**config.mk**
```make
export PLATFORM = sky130hd
export DESIGN_NAME = calc_engine
export DESIGN_NICKNAME = d
export VERILOG_FILES = /design/src/rtl/calc_pkg.sv /design/src/rtl/calc_engine_bin2bcd_seq.sv /design/src/rtl/calc_engine.sv
export SDC_FILE = /design/constraint.sdc
export NUM_CORES = 1
export LEC_CHECK = 0
export ABC_AREA = 1
export BUFFER_PORTS_ARGS = -buffer_cell sky130_fd_sc_hd__buf_2
export CORE_UTILIZATION = 44
export DETAILED_ROUTE_END_ITERATION = 7
export PLACE_DENSITY_LB_ADDON = 0.25
export SLEW_MARGIN = 15
export SYNTH_ARGS = -nofsm -noshare
export SYNTH_HDL_FRONTEND = slang
export SYNTH_SLANG_ARGS = --single-unit
export TNS_END_PERCENT = 50
```
**constraint.sdc**
```tcl
create_clock -name clock -period 7.2 [get_ports clock]
set_input_delay 1.44 -clock clock [delete_from_list [all_inputs] [get_ports clock]]
set_output_delay 1.44 -clock clock [all_outputs]
set_load 0.05 [all_outputs]
```
**src/rtl/calc_pkg.sv**
```systemverilog
// Shared types and constants for the calculator entry/arithmetic stage.
//   calc_state_e : top-level entry/conversion states
//   calc_op_e    : pending arithmetic operator
//   KEY_*        : special keycodes coming from the keypad chain
//   key_to_op()  : maps an operator keycode to its calc_op_e value
package calc_pkg;

    typedef enum logic [2:0] {
        StEntryA,
        StOpWait,
        StEntryB,
        StConvert,
        StResult,
        StError
    } calc_state_e;

    typedef enum logic [1:0] {
        OpNone,
        OpAdd,
        OpSub,
        OpMul
    } calc_op_e;

    localparam logic [3:0] KEY_ADD = 4'hA;
    localparam logic [3:0] KEY_SUB = 4'hB;
    localparam logic [3:0] KEY_MUL = 4'hC;
    localparam logic [3:0] KEY_CLR = 4'hD;
    localparam logic [3:0] KEY_EQ  = 4'hF;

    localparam int unsigned MAXVAL    = 999;
    localparam logic [3:0]  ERR_DIGIT = 4'hE;

    function automatic calc_op_e key_to_op(input logic [3:0] key);
        calc_op_e op;
        case (key)
            KEY_ADD: op = OpAdd;
            KEY_SUB: op = OpSub;
            KEY_MUL: op = OpMul;
            default: op = OpNone;
        endcase
        return op;
    endfunction

endpackage

```
**src/rtl/calc_engine_bin2bcd_seq.sv**
```systemverilog
// Sequential binary-to-BCD converter (double-dabble, one bit per cycle).
// A start pulse loads bin_i; BINW shift cycles follow and done_o pulses for one
// cycle once the three BCD digits are final. Digits hold until the next start.
//   clock, resetn          : clock and synchronous active-low reset
//   start_i, bin_i         : load request and binary value (must be <= 999)
//   done_o                 : one-cycle completion pulse
//   bcd1_o/bcd10_o/bcd100_o: ones/tens/hundreds digits
module bin2bcd_seq #(
    parameter int unsigned BINW = 10
) (
    input  logic            clock,
    input  logic            resetn,
    input  logic            start_i,
    input  logic [BINW-1:0] bin_i,
    output logic            done_o,
    output logic [3:0]      bcd1_o,
    output logic [3:0]      bcd10_o,
    output logic [3:0]      bcd100_o
);

    localparam int unsigned CntW = $clog2(BINW + 1);

    logic [BINW-1:0] bin_q, bin_d;
    logic [11:0]     bcd_q, bcd_d;
    logic [11:0]     adj;
    logic [CntW-1:0] cnt_q, cnt_d;
    logic            done_q, done_d;

    always_comb begin
        // Add-3 correction on any digit >= 5 before the shift
        adj = bcd_q;
        for (int i = 0; i < 3; i++) begin
            if (bcd_q[4*i +: 4] >= 4'd5) begin
                adj[4*i +: 4] = bcd_q[4*i +: 4] + 4'd3;
            end
        end

        bin_d  = bin_q;
        bcd_d  = bcd_q;
        cnt_d  = cnt_q;
        done_d = 1'b0;

        if (start_i) begin
            bin_d = bin_i;
            bcd_d = '0;
            cnt_d = CntW'(BINW);
        end else if (cnt_q != '0) begin
            // Input is bounded to 999, so the top bit of adj is always zero
            bcd_d  = {adj[10:0], bin_q[BINW-1]};
            bin_d  = {bin_q[BINW-2:0], 1'b0};
            cnt_d  = cnt_q - CntW'(1);
            done_d = (cnt_q == CntW'(1));
        end
    end

    always_ff @(posedge clock) begin
        if (!resetn) begin
            bin_q  <= '0;
            bcd_q  <= '0;
            cnt_q  <= '0;
            done_q <= 1'b0;
        end else begin
            bin_q  <= bin_d;
            bcd_q  <= bcd_d;
            cnt_q  <= cnt_d;
            done_q <= done_d;
        end
    end

    assign done_o   = done_q;
    assign bcd1_o   = bcd_q[3:0];
    assign bcd10_o  = bcd_q[7:4];
    assign bcd100_o = bcd_q[11:8];

endmodule

```
**src/rtl/calc_engine.sv**
```systemverilog
// Three-digit decimal calculator stage fed by debounced key strobes.
// Keeps two operands (binary for arithmetic, BCD display shifted directly during
// entry), a pending operator, and converts results to BCD sequentially.
//   clock, resetn            : clock and synchronous active-low reset
//   keycode, keystrobe       : key code sampled on a one-cycle strobe
//   bcd1, bcd10, bcd100      : registered display digits (ones/tens/hundreds)
//   busy                     : result conversion in progress, keys dropped
//   error                    : overflow or negative result latched until clear
module calc_engine
    import calc_pkg::*;
#(
    parameter int unsigned DIGITS = 3,
    parameter int unsigned BINW   = 10
) (
    input  logic       clock,
    input  logic       resetn,
    input  logic [3:0] keycode,
    input  logic       keystrobe,
    output logic [3:0] bcd1,
    output logic [3:0] bcd10,
    output logic [3:0] bcd100,
    output logic       busy,
    output logic       error
);

    localparam int unsigned WideW = 2 * BINW;

    calc_state_e            state_q, state_d;
    logic [BINW-1:0]        a_q, a_d;
    logic [BINW-1:0]        b_q, b_d;
    calc_op_e               op_q, op_d;
    logic                   chain_q, chain_d;
    logic [DIGITS-1:0][3:0] disp_q, disp_d;

    logic [WideW-1:0] a_wide, b_wide, res_wide;
    logic             res_bad;
    logic             is_digit, is_op;
    logic             conv_start, conv_done;
    logic [3:0]       conv1, conv10, conv100;

    assign is_digit = (keycode <= 4'd9);
    assign is_op    = (key_to_op(keycode) != OpNone);

    // Evaluate A op B at full product width so overflow is detectable
    always_comb begin
        a_wide = WideW'(a_q);
        b_wide = WideW'(b_q);
        case (op_q)
            OpAdd:   res_wide = a_wide + b_wide;
            OpSub:   res_wide = a_wide - b_wide;
            OpMul:   res_wide = a_wide * b_wide;
            default: res_wide = a_wide;
        endcase
        res_bad = (res_wide > WideW'(MAXVAL)) || ((op_q == OpSub) && (b_q > a_q));
    end

    always_comb begin
        state_d    = state_q;
        a_d        = a_q;
        b_d        = b_q;
        op_d       = op_q;
        chain_d    = chain_q;
        disp_d     = disp_q;
        conv_start = 1'b0;

        if (keystrobe && (keycode == KEY_CLR) && (state_q != StConvert)) begin
            state_d = StEntryA;
            a_d     = '0;
            b_d     = '0;
            op_d    = OpNone;
            chain_d = 1'b0;
            disp_d  = '0;
        end else begin
            case (state_q)
                StEntryA: begin
                    if (keystrobe && is_digit) begin
                        if (a_q < BINW'(100)) begin
                            a_d    = a_q * BINW'(10) + BINW'(keycode);
                            disp_d = {disp_q[DIGITS-2:0], keycode};
                        end
                    end else if (keystrobe && is_op) begin
                        op_d    = key_to_op(keycode);
                        state_d = StOpWait;
                    end
                end
                StOpWait: begin
                    if (keystrobe && is_digit) begin
                        b_d       = BINW'(keycode);
                        disp_d    = '0;
                        disp_d[0] = keycode;
                        state_d   = StEntryB;
                    end else if (keystrobe && is_op) begin
                        op_d = key_to_op(keycode);
                    end
                end
                StEntryB: begin
                    if (keystrobe && is_digit) begin
                        if (b_q < BINW'(100)) begin
                            b_d    = b_q * BINW'(10) + BINW'(keycode);
                            disp_d = {disp_q[DIGITS-2:0], keycode};
                        end
                    end else if (keystrobe && (is_op || (keycode == KEY_EQ))) begin
                        if (res_bad) begin
                            state_d = StError;
                            disp_d  = {DIGITS{ERR_DIGIT}};
                        end else begin
                            // Result is final here; A takes it now, display waits for BCD
                            conv_start = 1'b1;
                            a_d        = res_wide[BINW-1:0];
                            chain_d    = is_op;
                            if (is_op) begin
                                op_d = key_to_op(keycode);
                            end
                            state_d = StConvert;
                        end
                    end
                end
                StConvert: begin
                    if (conv_done) begin
                        disp_d    = '0;
                        disp_d[0] = conv1;
                        disp_d[1] = conv10;
                        disp_d[2] = conv100;
                        state_d   = chain_q ? StOpWait : StResult;
                        chain_d   = 1'b0;
                    end
                end
                StResult: begin
                    if (keystrobe && is_digit) begin
                        a_d       = BINW'(keycode);
                        disp_d    = '0;
                        disp_d[0] = keycode;
                        state_d   = StEntryA;
                    end else if (keystrobe && is_op) begin
                        op_d    = key_to_op(keycode);
                        state_d = StOpWait;
                    end
                end
                StError: ;
                default: state_d = StEntryA;
            endcase
        end
    end

    always_ff @(posedge clock) begin
        if (!resetn) begin
            state_q <= StEntryA;
            a_q     <= '0;
            b_q     <= '0;
            op_q    <= OpNone;
            chain_q <= 1'b0;
            disp_q  <= '0;
        end else begin
            state_q <= state_d;
            a_q     <= a_d;
            b_q     <= b_d;
            op_q    <= op_d;
            chain_q <= chain_d;
            disp_q  <= disp_d;
        end
    end

    bin2bcd_seq #(
        .BINW (BINW)
    ) u_bin2bcd (
        .clock    (clock),
        .resetn   (resetn),
        .start_i  (conv_start),
        .bin_i    (res_wide[BINW-1:0]),
        .done_o   (conv_done),
        .bcd1_o   (conv1),
        .bcd10_o  (conv10),
        .bcd100_o (conv100)
    );

    assign bcd1   = disp_q[0];
    assign bcd10  = disp_q[1];
    assign bcd100 = disp_q[2];
    assign busy   = (state_q == StConvert);
    assign error  = (state_q == StError);

endmodule

```
Yosys cells after proc, flatten, opt, wreduce, memory -nomap -nowiden
Cells that the tools add are included.
{ "totals": {"regBits": 65, "input_bits": 7, "output_inout_bits": 14, "elab_cells": 151} }
{ "op_classes": {"addsub": 8, "n_mul": 3, "n_lt_le_gt_ge": 8, "n_eq_ne": 33, "muxes": 55, "n_bitwise": 3, "reduce_logical": 28} }
{ "op_table": {"columns": ["cell", "count"], "rows": [
  ["$mux W10", 10],
  ["$mux W12", 8],
  ["$pmux W20 S3", 1],
  ["$pmux W12 S4", 1],
  ["$mux W3", 10],
  ["$pmux W10 S3", 1],
  ["$ne A2 B2 Y1 const B", 12],
  ["$add A10 B4 Y10", 2],
  ["$eq A4 B4 Y1 const B", 5],
  ["$gt A20 B10 Y1 const B", 1],
  ["$lt A10 B7 Y1 const B", 2],
  ["$mul A10 B10 Y20", 1],
  ["$mul A10 B3 Y9 const B", 2],
  ["$pmux W10 S2", 1],
  ["$pmux W3 S6", 1],
  ["$mux W4", 4],
  ["$reduce_and A7 Y1", 2],
  ["$ge A4 B3 Y1 const B", 3],
  ["$mux W2", 6],
  ["$add A10 B10 Y11", 1],
  ["$sub A10 B10 Y11", 1],
  ["$gt A10 B10 Y1", 1],
  ["$reduce_bool A2 Y1", 5],
  ["$mux W1", 9],
  ["28 further kinds", 48]
]} }

Logic depth before layout (Yosys ltp)
{ "logic_depth": {"ltp_word": 10, "mapped_depth": 33, "depth_no_buf": 32} }

Cells and area by module
From an unflattened synthesis, not the netlist that was laid out.
{ "unflattened": {"cells_unflattened": 1438, "hier_area_um2": 9361.5} }
{ "by_module_without_submodules": {"columns": ["module", "instances", "cells_each", "area_each_um2", "seq_area_each_um2"], "rows": [
  ["calc_engine", 1, 1235, 7968.9, 760.7],
  ["bin2bcd_seq", 1, 203, 1392.6, 540.5]
]} }

Worst setup path before layout
No wires, ideal clock.
{ "synth_timing": {"kind": "register to register", "start": "register a_q[1]", "end": "register u_bin2bcd.bin_q[8]", "setup_ns": 0.128, "arrival_time_ns": 5.459, "required_time_ns": 7.072, "slack_ns": 1.613, "stages_incl_launch_ff": 29, "n_path_buf": 2, "synth_period_minus_slack_ns": 5.587, "path_cell_list": "dfxtp_1 -> clkbuf_1 -> nand2_1 -> fa_1 -> fa_1 -> inv_1 -> fa_1 -> fa_1 -> inv_1 -> fa_1 -> inv_1 -> ha_1 -> nand2_1 -> nand2_1 -> a21oi_1 -> nor2_1 -> nor2_1 -> nand3_1 -> nand3_1 -> nand2_1 -> nor3_1 -> nand3_2 -> nor2_4 -> nand2_2 -> buf_6 -> nand3_1 -> nand2_1 -> nor2_1 -> nor2_1"} }
{ "synth_via": {"elab_chain_len": 10, "elab_cells_between_ends": 15, "cone_classes": "add/sub: 2; mul: 1; order compare: 2; mux: 7; reduce/logical: 3"} }
{ "synth_lines": {"columns": ["element", "line_no", "source"], "rows": [
  ["from (decl)", "calc_engine.sv:29", "logic [BINW-1:0] a_q, a_d;"],
  ["from (signal assigned)", "calc_engine.sv:148", "a_q <= '0;"],
  ["from (signal assigned)", "calc_engine.sv:155", "a_q <= a_d;"],
  ["$mul A10 B10 Y20 (tied with other cells)", "calc_engine.sv:51", "OpMul: res_wide = a_wide * b_wide;"],
  ["$pmux W20 S3", "calc_engine.sv:48", "case (op_q)"],
  ["$gt A20 B10 Y1", "calc_engine.sv:54", "res_bad = (res_wide > WideW'(MAXVAL)) || ((op_q == OpSub) && (b_q > a_q));"],
  ["$logic_or A1 B1 Y1", "calc_engine.sv:54", null],
  ["$mux W1", "calc_engine.sv:103", "if (res_bad) begin"],
  ["$mux W1", "calc_engine.sv:102", "end else if (keystrobe && (is_op || (keycode == KEY_EQ))) begin"],
  ["$mux W1", "calc_engine.sv:97", "if (keystrobe && is_digit) begin"],
  ["$mux W1", "calc_engine.sv:74", "case (state_q)"],
  ["$mux W1", "calc_engine.sv:66", "if (keystrobe && (keycode == KEY_CLR) && (state_q != StConvert)) begin"],
  ["$mux W10 / $reduce_bool A2 Y1 (equally long branches)", null, null],
  ["to (signal assigned)", "calc_engine_bin2bcd_seq.sv:63", "bin_q <= bin_d;"],
  ["to (decl)", "calc_engine_bin2bcd_seq.sv:23", "logic [BINW-1:0] bin_q, bin_d;"]
]} }
Several ways; a longest one is shown, not always the timed one.
A chain may end at the register's enable or synchronous reset.

Worst setup path after layout
{ "layout_timing": {"start": "register a_q[4]", "end": "register u_bin2bcd.bin_q[5]"} }
The elaborated chain is that of the path after synthesis.

==> reports/results.ini <==
[sta]
setup_violations=0
fmax_ghz=0.152
fin_skew_ns=0.00453
hold_ws_ns=0.478
slew_headroom=0.328
grt_setup_unrepaired=false
hold_viol_final=0
min_period_ns=6.59
worstMarginPinSlew_ns=1.01
setup_slack_ns=0.606
post-route-period-util=0.916
finalMaxSlewViolations=0
tns_ns=0

[worst_hold_path]
hold_class=flip-flop to flip-flop
hold_path_depth=1

[floorplanning]
die_w_um=150
ios=21
rows=53
core-area_mm2=0.0212
dieArea_mm2=0.0225
dieHeight_um=150
floorplan.initialDensity=0.454

[logic_synthesis]
synth_nets=1705
yosysMostFrequentCell=nand2_1
yosys-top-cells-area=nand2_1 15%, ha_1 14%, fa_1 14%
yosys.area.top_type=nand2_1
syn_avg_cell_area_um2=6.33
ys.flop_type=dfxtp_1
netlist_area_mm2=0.00963
synth_cells=1521
synthTopCellsByCount=397 x nand2_1, 307 x inv_1, 162 x nor2_1, 109 x ha_1, 95 x nand3_1
synth-edff-count=0
ys_seq_elements=65
async_reset_ff_frac=0
yosysWarnings=0
synth_top_area_frac=0.155
synth_seq_area_share=0.135
ys_types=50

[global_route]
grt_use_total=0.253
grt_pass1_vias=8988
antenna_found_initial=0
grt-ovfl-total=0
grt_max_degree=27
grt_pass1_wl_um=44900

[drt]
wire_per_inst_um=14.9
vias=9425
drtPass1Iterations=7
routed_wl_um=27000
via_per_inst=5.22
wl_met2_um=12300
drtAntennaViolNets=0
wl_met3_um=1530
top_layer=met4
wl_met1_um=12500
drc_errors=0
dr.first_iter.drc_count=777

[job]
maxCapViolCount=0

[setup_path]
critPathKind=flip-flop to flip-flop
crit_path_top_delay_cell=dfxtp_1
required_ns=7.41
rr_worst_depth=29
max_stage_delay_ns=0.78
arrival_ns=6.81
cp-end-kind=flip-flop
critPathMaxFanout=15
crit_top_cell=inv_1
startpoint_type=flip-flop

[placement]
hpwl_um=21700
io_buffers=20
dp_slack_ns=0.660
gp_congestion=1.00
place_area_mm2=0.0100

[clock_tree]
cts_resized=0
htreeDepth=3
clkTransAtPathRegs_ns=0.06
cts_setup_buffers=0
cts_sinks=65
tritoncts=built
clock_latency_ns=0.34
cts_max_path_buffers=2
root_buffer=clkbuf_16
cts_hold_buf=0
numCtsBuffers=9

[layout]
antenna_cells=0
syn_to_final_growth_pct=7.11
nets=1709
drive_above_1_share=0.0582
stdcell_area_mm2=0.0103

[power]
p_leak_nw=5.98
irDropWorstVdd_mv=0.332
fin_total_pwr_w=0.00322
power_density_mw_per_mm2=312

[outcome]
outcome=complete, no violations

[placed cells by master (no fill, tap or decap), drive strengths merged, types with 2 or more instances in the layout]
cell type	netlist	final
nand2	399	399
inv	317	319
nor2	167	167
ha	109	109
nand3	98	98
a21oi	71	71
fa	68	68
dfxtp	65	65
o21ai	53	53
buf	14	41
nand4	28	28
nor3	16	16
a211oi	15	15
xor2	11	11
clkbuf	34	9
xnor2	8	8
a221oi	6	6
a31oi	5	5
nand3b	5	5
o22ai	5	5
clkinv	1	5
or2	4	4
a22oi	4	4
o221ai	2	2
and2	2	2
a21boi	2	2
o211ai	2	2
[metrics by stage]
step / utilization / instances
detailed placement: 0.472 / 1789
floorplan: - / 1521
global route: 0.486 / 1805
global placement: 0.472 / 1789
finish: 0.486 / 1805
CTS: 0.486 / 1805
[kinds of logic (layout without fill, tap and decap cells)]
group / count (synthesis) / in the layout / share of synthesized area
AO/OA/AOI/OAI: 172 / 172 / 0.105
buffers and inverters: 366 / 375 / 0.147
AND/OR/NAND/NOR: 722 / 722 / 0.312
XOR/XNOR: 19 / 19 / 0.0173
adder cells (fa/ha/maj): 177 / 177 / 0.283
flip-flops: 65 / 65 / 0.135
[area by class of cell]
class                   count  area, um^2
multi-input cells        1090        6910
inverters                 318        1190
flip-flops and latches     65        1300
clock buffers               9         225
clock inverters             7        78.8
well taps                 275         344
fillers                  2252       10900
repair buffers             41         258
[report_power, final]
part | switching, W | internal, W
Combinational | 0.00147 | 0.000677
Clock | 0.000177 | 0.000271
Sequential | 0.000164 | 0.000463
Total | 0.00181 | 0.00141
[worst paths after layout]
| path | start | slack, ns | to |
|---|---|---|---|
| setup / recovery | a_q[4] | 0.61 | u_bin2bcd.bin_q[5] |
| hold / removal | u_bin2bcd.cnt_q[0] | 0.48 | u_bin2bcd.cnt_q[0] |
| setup reg to reg | a_q[4] | 0.61 | u_bin2bcd.bin_q[5] |
| hold reg to reg | u_bin2bcd.cnt_q[0] | 0.48 | u_bin2bcd.cnt_q[0] |
[metal layers]
metal | vias up | GRT usage
met5 | - | 0
met4 | 0 | 0.0813
met3 | 54 | 0.0302
met2 | 276 | 0.415
met1 | 4358 | 0.344
li1 | 4737 | -
[registers in the layout, summed over array words and instances, names as in the netlist]
register          count
bcd10                 4
bcd100                4
bcd1                  4
chain_q               1
u_bin2bcd.cnt_q       4
u_bin2bcd.done_o      1
a_q                  10
u_bin2bcd.bin_q      10
state_q               3
b_q                  10
u_bin2bcd.bcd_q      12
op_q                  2
[critical path, delay by kind of cell (launching register included)]
family / cells / cell delay, ns
adder cells (fa/ha/maj): 7 / 3.10
AND/OR/NAND/NOR: 14 / 2.05
flip-flops: 1 / 0.78
buffers and inverters: 7 / 0.37
AO/OA/AOI/OAI: 1 / 0.13
Note: power is estimated with default switching activity, not from simulation.
